## src/rtl/systolic_array_ws_if.sv

```systemverilog
// ---------------------------------------------------------------------------
// systolic_array_ws_if
// Stream bundle for the weight-stationary systolic array.
//   wgt_valid/wgt_ready/wgt_data       : one weight row per beat
//                                         (element n at [n*WGT_DATA_WIDTH +: WGT_DATA_WIDTH])
//   in_valid/in_ready/in_data/in_last  : one input vector per beat
//                                         (element m at [m*INP_DATA_WIDTH +: INP_DATA_WIDTH])
//   out_valid/out_ready/out_data/out_last : one result vector per beat
//                                         (column n at [n*ACC_WIDTH +: ACC_WIDTH])
// master : producer of weights/inputs and consumer of results (buffer side)
// slave  : the array itself
// ---------------------------------------------------------------------------
interface systolic_array_ws_if #(
    parameter int ARRAY_M        = 4,
    parameter int ARRAY_N        = 4,
    parameter int INP_DATA_WIDTH = 8,
    parameter int WGT_DATA_WIDTH = 8,
    parameter int ACC_WIDTH      = INP_DATA_WIDTH + WGT_DATA_WIDTH + $clog2(ARRAY_M)
);
    logic                                wgt_valid;
    logic                                wgt_ready;
    logic [ARRAY_N*WGT_DATA_WIDTH-1:0]   wgt_data;

    logic                                in_valid;
    logic                                in_ready;
    logic [ARRAY_M*INP_DATA_WIDTH-1:0]   in_data;
    logic                                in_last;

    logic                                out_valid;
    logic                                out_ready;
    logic [ARRAY_N*ACC_WIDTH-1:0]        out_data;
    logic                                out_last;

    modport master (
        output wgt_valid, wgt_data, in_valid, in_data, in_last, out_ready,
        input  wgt_ready, in_ready, out_valid, out_data, out_last
    );

    modport slave (
        input  wgt_valid, wgt_data, in_valid, in_data, in_last, out_ready,
        output wgt_ready, in_ready, out_valid, out_data, out_last
    );
endinterface

```

## src/rtl/systolic_array_ws.sv

```systemverilog
// ---------------------------------------------------------------------------
// systolic_array_ws
// Weight-stationary ARRAY_M x ARRAY_N MAC array with weight loading, input
// skew, output deskew and valid/ready flow control on every stream.
// Each accepted input vector yields out[n] = sum_m in[m] * W[m][n], presented
// ARRAY_M + ARRAY_N cycles after acceptance when not back-pressured.
//
// Ports:
//   clk           : clock
//   reset         : synchronous, active-high
//   load_start    : pulse in IDLE, starts loading ARRAY_M weight rows
//   compute_start : pulse in IDLE, starts a compute pass with stored weights
//   busy          : high whenever the controller is not IDLE
//   bus           : stream bundle (slave side), see systolic_array_ws_if
//
// Build option: define SYSTOLIC_RELU_EN to clamp negative results to zero at
// the deskew output register (no added latency).
// ---------------------------------------------------------------------------
module systolic_array_ws #(
    parameter int ARRAY_M        = 4,
    parameter int ARRAY_N        = 4,
    parameter int INP_DATA_WIDTH = 8,
    parameter int WGT_DATA_WIDTH = 8,
    parameter int ACC_WIDTH      = INP_DATA_WIDTH + WGT_DATA_WIDTH + $clog2(ARRAY_M)
) (
    input  logic                 clk,
    input  logic                 reset,
    input  logic                 load_start,
    input  logic                 compute_start,
    output logic                 busy,
    systolic_array_ws_if.slave   bus
);
    localparam int LAT    = ARRAY_M + ARRAY_N;
    localparam int CNT_W  = $clog2(LAT + 1);
    localparam int ROW_W  = (ARRAY_M > 1) ? $clog2(ARRAY_M) : 1;
    localparam int PROD_W = INP_DATA_WIDTH + WGT_DATA_WIDTH;

    typedef enum logic [1:0] {IDLE, LOAD, COMPUTE, DRAIN} state_t;

    state_t               state_reg, state_next;
    logic [ROW_W-1:0]     row_reg;
    logic [CNT_W-1:0]     inflight_reg;
    logic [LAT:0]         valid_pipe_reg;
    logic [LAT:0]         last_pipe_reg;

    logic stall, advance, in_fire, wgt_fire, out_fire;

    // The whole pipeline freezes while a presented result is not taken.
    assign stall    = bus.out_valid && !bus.out_ready;
    assign advance  = !stall;
    assign in_fire  = bus.in_valid && bus.in_ready;
    assign wgt_fire = bus.wgt_valid && bus.wgt_ready;
    assign out_fire = bus.out_valid && bus.out_ready;

    function automatic logic signed [ACC_WIDTH-1:0] out_fn(input logic signed [ACC_WIDTH-1:0] s);
`ifdef SYSTOLIC_RELU_EN
        return s[ACC_WIDTH-1] ? '0 : s;
`else
        return s;
`endif
    endfunction

    // ---------------- control FSM ----------------
    always_ff @(posedge clk) begin
        if (reset) state_reg <= IDLE;
        else       state_reg <= state_next;
    end

    always_comb begin
        state_next = state_reg;
        case (state_reg)
            IDLE: begin
                if (load_start)         state_next = LOAD;
                else if (compute_start) state_next = COMPUTE;
            end
            LOAD:    if (wgt_fire && row_reg == ROW_W'(ARRAY_M - 1)) state_next = COMPUTE;
            COMPUTE: if (in_fire && bus.in_last) state_next = DRAIN;
            DRAIN:   if (inflight_reg == '0 && !bus.out_valid) state_next = IDLE;
            default: state_next = IDLE;
        endcase
    end

    always_comb begin
        bus.wgt_ready = (state_reg == LOAD);
        bus.in_ready  = (state_reg == COMPUTE) && !stall;
        busy          = (state_reg != IDLE);
    end

    always_ff @(posedge clk) begin
        if (reset)                              row_reg <= '0;
        else if (state_reg == IDLE && load_start) row_reg <= '0;
        else if (wgt_fire)                      row_reg <= row_reg + ROW_W'(1);
    end

    always_ff @(posedge clk) begin
        if (reset) begin
            inflight_reg <= '0;
        end else begin
            case ({in_fire, out_fire})
                2'b10:   inflight_reg <= inflight_reg + CNT_W'(1);
                2'b01:   inflight_reg <= inflight_reg - CNT_W'(1);
                default: inflight_reg <= inflight_reg;
            endcase
        end
    end

    // valid/last tags ride alongside the data; the top bit is the output stage.
    always_ff @(posedge clk) begin
        if (reset) begin
            valid_pipe_reg <= '0;
            last_pipe_reg  <= '0;
        end else if (advance) begin
            valid_pipe_reg <= {valid_pipe_reg[LAT-1:0], in_fire};
            last_pipe_reg  <= {last_pipe_reg[LAT-1:0], in_fire && bus.in_last};
        end
    end

    assign bus.out_valid = valid_pipe_reg[LAT];
    assign bus.out_last  = last_pipe_reg[LAT];

    // ---------------- input skew ----------------
    logic signed [INP_DATA_WIDTH-1:0] skew_out [ARRAY_M];

    for (genvar gi = 0; gi < ARRAY_M; gi++) begin : g_skew
        // Row gi sees gi extra stages so its element meets the partial sum
        // coming down column 0 at the right cycle. Bubbles enter as zero.
        logic signed [INP_DATA_WIDTH-1:0] skew_reg [0:gi];
        always_ff @(posedge clk) begin
            if (reset) begin
                for (int k = 0; k <= gi; k++) skew_reg[k] <= '0;
            end else if (advance) begin
                skew_reg[0] <= in_fire ? bus.in_data[gi*INP_DATA_WIDTH +: INP_DATA_WIDTH] : '0;
                for (int k = 1; k <= gi; k++) skew_reg[k] <= skew_reg[k-1];
            end
        end
        assign skew_out[gi] = skew_reg[gi];
    end

    // ---------------- PE mesh ----------------
    logic signed [INP_DATA_WIDTH-1:0] a_q [ARRAY_M][ARRAY_N];
    logic signed [ACC_WIDTH-1:0]      p_q [ARRAY_M][ARRAY_N];

    for (genvar gi = 0; gi < ARRAY_M; gi++) begin : g_row
        for (genvar gj = 0; gj < ARRAY_N; gj++) begin : g_col
            logic signed [WGT_DATA_WIDTH-1:0] w_reg;
            logic signed [INP_DATA_WIDTH-1:0] a_reg;
            logic signed [ACC_WIDTH-1:0]      p_reg;
            logic signed [INP_DATA_WIDTH-1:0] a_in;
            logic signed [ACC_WIDTH-1:0]      p_in;
            logic signed [PROD_W-1:0]         prod;

            if (gj == 0) begin : g_a_edge
                assign a_in = skew_out[gi];
            end else begin : g_a_mesh
                assign a_in = a_q[gi][gj-1];
            end

            if (gi == 0) begin : g_p_edge
                assign p_in = '0;
            end else begin : g_p_mesh
                assign p_in = p_q[gi-1][gj];
            end

            assign prod = PROD_W'(a_in) * PROD_W'(w_reg);

            always_ff @(posedge clk) begin
                if (reset)
                    w_reg <= '0;
                else if (wgt_fire && row_reg == ROW_W'(gi))
                    w_reg <= bus.wgt_data[gj*WGT_DATA_WIDTH +: WGT_DATA_WIDTH];
            end

            always_ff @(posedge clk) begin
                if (reset) begin
                    a_reg <= '0;
                    p_reg <= '0;
                end else if (advance) begin
                    a_reg <= a_in;
                    p_reg <= p_in + ACC_WIDTH'(prod);
                end
            end

            assign a_q[gi][gj] = a_reg;
            assign p_q[gi][gj] = p_reg;
        end
    end

    // ---------------- output deskew ----------------
    logic signed [ACC_WIDTH-1:0] col_out [ARRAY_N];

    for (genvar gj = 0; gj < ARRAY_N; gj++) begin : g_deskew
        // Column gj finishes gj cycles after column 0 would, so it gets
        // ARRAY_N-1-gj delay stages plus the shared output register stage.
        localparam int DEPTH = ARRAY_N - gj;
        logic signed [ACC_WIDTH-1:0] dsk_in  [0:DEPTH-1];
        logic signed [ACC_WIDTH-1:0] dsk_reg [0:DEPTH-1];

        always_comb begin
            dsk_in[0] = p_q[ARRAY_M-1][gj];
            for (int k = 1; k < DEPTH; k++) dsk_in[k] = dsk_reg[k-1];
        end

        always_ff @(posedge clk) begin
            if (reset) begin
                for (int k = 0; k < DEPTH; k++) dsk_reg[k] <= '0;
            end else if (advance) begin
                for (int k = 0; k < DEPTH - 1; k++) dsk_reg[k] <= dsk_in[k];
                dsk_reg[DEPTH-1] <= out_fn(dsk_in[DEPTH-1]);
            end
        end

        assign col_out[gj] = dsk_reg[DEPTH-1];
    end

    always_comb begin
        bus.out_data = '0;
        for (int n = 0; n < ARRAY_N; n++) bus.out_data[n*ACC_WIDTH +: ACC_WIDTH] = col_out[n];
    end

endmodule
```

## src/flat_wrapper.sv

```systemverilog
// flat-port wrapper written by rule: the top's interface ports become plain ports
module systolic_array_ws_flat 
#(
    parameter int ARRAY_M        = 4,
    parameter int ARRAY_N        = 4,
    parameter int INP_DATA_WIDTH = 8,
    parameter int WGT_DATA_WIDTH = 8,
    parameter int ACC_WIDTH      = INP_DATA_WIDTH + WGT_DATA_WIDTH + $clog2(ARRAY_M)
)
  (clk, reset, load_start, compute_start, busy, bus_wgt_valid, bus_wgt_data, bus_in_valid, bus_in_data, bus_in_last, bus_out_ready, bus_wgt_ready, bus_in_ready, bus_out_valid, bus_out_data, bus_out_last);
  systolic_array_ws_if #(.ARRAY_M(ARRAY_M), .ARRAY_N(ARRAY_N), .INP_DATA_WIDTH(INP_DATA_WIDTH), .WGT_DATA_WIDTH(WGT_DATA_WIDTH), .ACC_WIDTH(ACC_WIDTH)) bus_i ();
  input  logic clk;
  input  logic reset;
  input  logic load_start;
  input  logic compute_start;
  output logic busy;
  input wire logic [$bits(bus_i.wgt_valid)-1:0] bus_wgt_valid;
  input wire logic [$bits(bus_i.wgt_data)-1:0] bus_wgt_data;
  input wire logic [$bits(bus_i.in_valid)-1:0] bus_in_valid;
  input wire logic [$bits(bus_i.in_data)-1:0] bus_in_data;
  input wire logic [$bits(bus_i.in_last)-1:0] bus_in_last;
  input wire logic [$bits(bus_i.out_ready)-1:0] bus_out_ready;
  output wire logic [$bits(bus_i.wgt_ready)-1:0] bus_wgt_ready;
  output wire logic [$bits(bus_i.in_ready)-1:0] bus_in_ready;
  output wire logic [$bits(bus_i.out_valid)-1:0] bus_out_valid;
  output wire logic [$bits(bus_i.out_data)-1:0] bus_out_data;
  output wire logic [$bits(bus_i.out_last)-1:0] bus_out_last;
  assign bus_i.wgt_valid = bus_wgt_valid;
  assign bus_i.wgt_data = bus_wgt_data;
  assign bus_i.in_valid = bus_in_valid;
  assign bus_i.in_data = bus_in_data;
  assign bus_i.in_last = bus_in_last;
  assign bus_i.out_ready = bus_out_ready;
  assign bus_wgt_ready = bus_i.wgt_ready;
  assign bus_in_ready = bus_i.in_ready;
  assign bus_out_valid = bus_i.out_valid;
  assign bus_out_data = bus_i.out_data;
  assign bus_out_last = bus_i.out_last;
  systolic_array_ws #(.ARRAY_M(ARRAY_M), .ARRAY_N(ARRAY_N), .INP_DATA_WIDTH(INP_DATA_WIDTH), .WGT_DATA_WIDTH(WGT_DATA_WIDTH), .ACC_WIDTH(ACC_WIDTH)) u_core (.clk(clk), .reset(reset), .load_start(load_start), .compute_start(compute_start), .busy(busy), .bus(bus_i));
endmodule
```

## config.mk

```make
export PLATFORM = sky130hd
export DESIGN_NAME = systolic_array_ws_flat
export DESIGN_NICKNAME = d
export VERILOG_FILES = /design/src/rtl/systolic_array_ws_if.sv /design/src/rtl/systolic_array_ws.sv /design/src/flat_wrapper.sv
export SDC_FILE = /design/constraint.sdc
export NUM_CORES = 2
export LEC_CHECK = 0
export ABC_AREA = 1
export BUFFER_PORTS_ARGS = -buffer_cell sky130_fd_sc_hd__buf_2
export CORE_MARGIN = 1.5
export CORE_UTILIZATION = 25
export CTS_BUF_LIST = sky130_fd_sc_hd__clkbuf_16
export DETAILED_ROUTE_END_ITERATION = 6
export RECOVER_POWER = 100
export SLEW_MARGIN = 20
export SYNTH_ARGS = -nofsm -noshare
export SYNTH_HDL_FRONTEND = slang
export SYNTH_SLANG_ARGS = --single-unit
```

## constraint.sdc

```tcl
create_clock -name clk -period 13.9 [get_ports clk]
set_input_delay 2.085 -clock clk [delete_from_list [all_inputs] [get_ports clk]]
set_output_delay 2.085 -clock clk [all_outputs]
set_load 0.02 [all_outputs]
```

Word level (Yosys, flattened, before mapping)
Memory sizes are Yosys's and may differ from the RTL's.
Index checks and enable logic that the tools add are counted.
{"block": "op_classes", "n_addsub": 15, "mul": 16, "n_eq_ne": 12, "muxes": 38, "n_bitwise": 18, "reduce_logical": 24}
{"op": "$mul A8 B8 Y16", "n": 16}
{"op": "$mux W18", "n": 10}
{"op": "$add A18 B16 Y18", "n": 8}
{"op": "$mux W8", "n": 14}
{"op": "$add A16 B16 Y17", "n": 4}
{"op": "$or A1 B1 Y1", "n": 18}
{"op": "$reduce_or A18 Y1", "n": 1}
{"op": "$logic_and A1 B1 Y1", "n": 12}
{"op": "$eq A2 B2 Y1 const B", "n": 5}
{"op": "$mux W2", "n": 5}
{"op": "$pmux W2 S4", "n": 1}
{"op": "$pmux W4 S2", "n": 1}
{"op": "$reduce_or A8 Y1", "n": 1}
{"op": "$mux W1", "n": 7}
{"op": "$eq A2 B1 Y1 const B", "n": 3}
{"op": "$add A4 B1 Y4 const B", "n": 1}
{"op": "$logic_not A2 Y1", "n": 2}
{"op": "$logic_not A4 Y1", "n": 1}
{"op": "$ne A2 B1 Y1 const B", "n": 2}
{"op": "$reduce_and A4 Y1", "n": 1}
{"op": "$reduce_bool A2 Y1", "n": 2}
{"op": "$sub A4 B1 Y4 const B", "n": 1}
{"op": "$logic_not A1 Y1", "n": 3}
{"op": "$ne A3 B3 Y1 const B", "n": 1}
{"op": "3 further kinds", "n": 3}
{"block": "word_totals", "ff_bits": 530, "mem_bits_rw": 260, "input_bits": 72, "output_inout_bits": 77, "wordCells": 180, "n_memories": 8}
{"memory": "u_core.g_deskew[0].dsk_reg", "depth": 4, "width": 18, "read_ports": 4, "rd_clocked_by_memory_dff": 0, "write_ports": 4, "line": "systolic_array_ws.sv:196", "text": "logic signed [ACC_WIDTH-1:0] dsk_reg [0:DEPTH-1];"}
{"memory": "u_core.g_deskew[1].dsk_reg", "depth": 3, "width": 18, "read_ports": 3, "rd_clocked_by_memory_dff": 0, "write_ports": 3, "line": "systolic_array_ws.sv:196"}
{"memory": "u_core.g_deskew[2].dsk_reg", "depth": 2, "width": 18, "read_ports": 2, "rd_clocked_by_memory_dff": 0, "write_ports": 2, "line": "systolic_array_ws.sv:196"}
{"memory": "u_core.g_skew[3].skew_reg", "depth": 4, "width": 8, "read_ports": 4, "rd_clocked_by_memory_dff": 0, "write_ports": 4, "line": "systolic_array_ws.sv:127", "text": "logic signed [INP_DATA_WIDTH-1:0] skew_reg [0:gi];"}
{"memory": "u_core.g_skew[2].skew_reg", "depth": 3, "width": 8, "read_ports": 3, "rd_clocked_by_memory_dff": 0, "write_ports": 3, "line": "systolic_array_ws.sv:127"}
{"memory": "u_core.g_deskew[3].dsk_reg", "depth": 1, "width": 18, "read_ports": 1, "rd_clocked_by_memory_dff": 0, "write_ports": 1, "line": "systolic_array_ws.sv:196"}
{"memory": "+2 memories"}

Logic depth before layout (Yosys ltp)
{"block": "logic_depth", "ltp_word": 8, "depth_mapped": 24, "ltp_nobuf": 23}

Least setup slack after synthesis
No wires, ideal clock.
{"block": "synth_timing", "path_type": "input -> register", "from": "input port reset", "to": "memory u_core.g_deskew[0].dsk_reg[0][0] in the netlist's numbering (enable)", "setup_ns": 0.509, "arrival_time_ns": 5.610, "required_time_ns": 13.391, "slack_ns": 7.781, "cell_stages": 5, "n_path_buf": 3, "cell_sequence": "buf_2 -> nor2_8 -> inv_2 -> buf_6 -> buf_2"}
{"item": "start, declared", "line": "flat_wrapper.sv:13", "text": "input logic reset;"}
{"item": "end, declared", "line": "systolic_array_ws.sv:196"}

==> run_results.csv <==
group,metric,value,unit
place,dpl.hpwl,147900,um
global_route,grt_pass1_vias,56380,
global_route,grt_overflow,0,
place,port-buffer-count,148,
die,die_x,562.7,um
outcome,violations,"capacitance limit, slew limit",
clock_network,clock_latency,0.75,ns
worst_setup_path,cp.required,14.25,ns
timing,min_period,9.122,ns
layout,fill_cells,33511,
flow_run,drv_cap,4,
power_and_ir_drop,swShare,0.2859,
clock_network,cts_tree,"done",
synthesis,synthFlopType,"dfxtp_1",
worst_setup_path,cp_common_cell,"clkbuf_1",
power_and_ir_drop,p_seq_frac,0.453,
timing,hold_viol_final,0,
worst_setup_path,arrival,9.47,ns
clock_network,post_cts_resize_count,0,
power_and_ir_drop,power.switching,1.596,mW
synthesis,synth-async-reset-ratio,0,
worst_setup_path,path_buf_inv,5,
power_and_ir_drop,pwr-share-clk,0.425,
outcome,status,"complete, but fails checks",
timing,final.setup.tns,0,ns
die,dieArea,0.3166,mm2
routing,wirelength,183000,um
layout,area_growth,9.203,%
power_and_ir_drop,power,5.581,mW
synthesis,syn_area,0.07831,mm2
global_route,grt_max_degree,183,
timing,fin_hold_ws,0.4510,ns
global_route,grt_antenna_before_repair,34,
worst_setup_path,start_kind,"primary input",
clock_network,root_buffer,"clkbuf_16",
timing,maxSlewViolCount,215,
layout,nets,11278,
die,start_util,0.2513,
worst_setup_path,crit_path_top_delay_cell,"clkbuf_1",
synthesis,syn_area_per_cell,8.188,um2
layout,final_area,0.08552,mm2
layout,stdcell_count,13658,
synthesis,ys_ff_latch,786,
timing,final-setup-viol-count,0,
routing,first_pass_iters,6,
synthesis,synthDistinctLibCells,42,
timing,relSlewSlack,-1.220,
clock_network,cts.reportedPaths.clkPinSlew,0.06,ns
layout,largest_register_ffs,258,
power_and_ir_drop,p_comb_frac,0.122,
routing,vias,55987,
die,row_count,205,
timing,period_share,0.6563,
routing,ant_nets,0,
routing,viasPerCell,4.099,
routing,drcViolationCount,0,
place,place_inst,13469,
die,ios,149,
timing,finalClockSkew,0.04935,ns
layout,layout-drive-gt1-share,0.02568,
place,gp_congestion,0.8659,
timing,rsz0062_at_grt,"false",
routing,drt_iter0_drc,3207,
synthesis,synth_area_leader_cell,"fa_1",
power_and_ir_drop,total_leakage_power,47.01,nW
power_and_ir_drop,vdd_drop_max,0.07652,mV
synthesis,synth_top_area_share,0.2978,
worst_setup_path,slowest_delay,2.44,ns
layout,layout_common_cells,"inv_1, nand2_1, fa_1, ha_1, nor2_1",
synthesis,yosysWarnings,0,
timing,worst_pin_slew,3.331,ns
clock_network,htreeDepth,3,
synthesis,synth_edf_count,260,
synthesis,yosysSeqAreaShare,0.2342,
layout,final_common_cell,"inv_1",
die,die_h,562.7,um
timing,max_freq,109.6,MHz
global_route,grt_usage,0.1170,
clock_network,clock-sinks,786,
worst_setup_path,path_class,"in2reg",
routing,wl_per_cell,13.40,um
worst_setup_path,path_cells,"clkbuf_1, clkbuf_1, nor2_8, inv_8, buf_4, buf_6",
global_route,grt_pass1_wl,300500,um
clock_network,clock_path_buffers,3,
min_path,hp-class,"reg2reg",
worst_setup_path,critPathCaptureType,"flip-flop",
power_and_ir_drop,p_int,3.985,mW
power_and_ir_drop,cellPowerDensity,65.26,mW/mm2
synthesis,synthCells,9564,
synthesis,syn_nets,11420,
synthesis,synthTopCellsByArea,"fa_1, dfxtp_1, inv_1, nand2_1, edfxtp_1",
die,coreArea,0.3116,mm2
worst_setup_path,cp_max_fo,131,
worst_setup_path,crit_family,"buffers and inverters",
clock_network,cts_buffers,91,
place,dpl_cell_area,0.08273,mm2
clock_network,cts_hold_buf,0,
clock_network,cts_setup_buffers,0,
-- area by class of cell --
type	count	area (um2)	area share
inverters	2498	9395	0.1099
flip-flops and latches	786	18340	0.2144
clock buffers	94	2352	0.02751
clock inverters	77	586.8	0.006862
repair buffers	172	818.3	0.009569
well taps	4140	5180	0.06057
diodes	18	45.04	0.0005267
multi-input cells	5873	48800	0.5707
-- per-layer routing --
layer	vias up	track usage	routed length, um
met1	26863	0.1575	86970
met2	927	0.1945	83620
met4	0	0.04281	5827
met3	225	0.01099	6625
li1	27972	-	-
met5	-	0	0
-- per-stage QoR --
step / setup slack, ns / util
floorplan: 7.781 / -
global placement: 7.254 / 0.2655
detailed placement: 7.190 / 0.2655
CTS: 8.003 / 0.2749
global route: 4.221 / 0.2744
finish: 4.778 / 0.2744
-- worst register-to-register path, stage by stage (launching register included) --
cell     delay (ns)
dfxtp_1        0.65
nand2_1        0.18
inv_1          0.46
fa_1           0.54
fa_1           0.54
fa_1           0.57
fa_1           0.41
ha_1           0.30
ha_1           0.38
nand2_1        0.12
nor2_1         0.19
and2_1         0.15
nand2_1        0.06
nand2_1        0.11
nand3_1        0.08
nand3_1        0.08
nand2_1        0.06
-- final timing paths --
check / start / endpoint / slack, ns / depth (start not counted)
hold / removal: u_core.g_row[0].g_col[3].p_reg[15] / u_core.g_row[0].g_col[3].p_reg[15] / 0.45 / 2
hold reg to reg: u_core.g_row[0].g_col[3].p_reg[15] / u_core.g_row[0].g_col[3].p_reg[15] / 0.45 / 2
setup / recovery: reset / u_core.g_deskew[1].dsk_reg[0][32] / 4.78 / 6
setup reg to reg: u_core.g_row[3].g_col[1].w_reg[0] / u_core.g_row[3].g_col[1].p_reg[17] / 8.86 / 16
-- synthesized netlist by cell type, types with 16 or more instances --
| cell | count |
|---|---|
| nand3b_1 | 23 |
| fa_1 | 1165 |
| clkbuf_1 | 282 |
| nand2_1 | 2210 |
| buf_2 | 108 |
| ha_1 | 619 |
| o22ai_1 | 80 |
| a21o_1 | 16 |
| a22o_1 | 18 |
| a21oi_1 | 296 |
| inv_1 | 2479 |
| nand3_1 | 333 |
| xnor2_1 | 48 |
| o21ai_0 | 215 |
| dfxtp_1 | 526 |
| o22ai_2 | 16 |
| o21ai_1 | 121 |
| nor2_1 | 608 |
| xor2_1 | 31 |
| edfxtp_1 | 260 |
-- logic make-up (layout without fill, tap and decap cells) --
group	after synthesis	after routing	synth area share
AO/OA/AOI/OAI	810	810	0.05779
XOR/XNOR	79	79	0.008836
adder cells (fa/ha/maj)	1784	1784	0.3967
buffers and inverters	2905	2841	0.1418
flip-flops	786	786	0.2342
other	0	18	0
AND/OR/NAND/NOR	3200	3200	0.1607
-- power by group through the flow --
| stage | clock (mW) | combinational (mW) | sequential, mW |
|---|---|---|---|
| after floorplan | 0 | 0.542 | 2.51 |
| after global placement | 0 | 0.681 | 2.57 |
| after detailed placement | 0 | 0.694 | 2.57 |
| after CTS | 2.44 | 0.698 | 2.52 |
| after global routing | 2.53 | 0.788 | 2.53 |
| final | 2.37 | 0.682 | 2.53 |
Note: power is estimated with default switching activity, not from simulation.
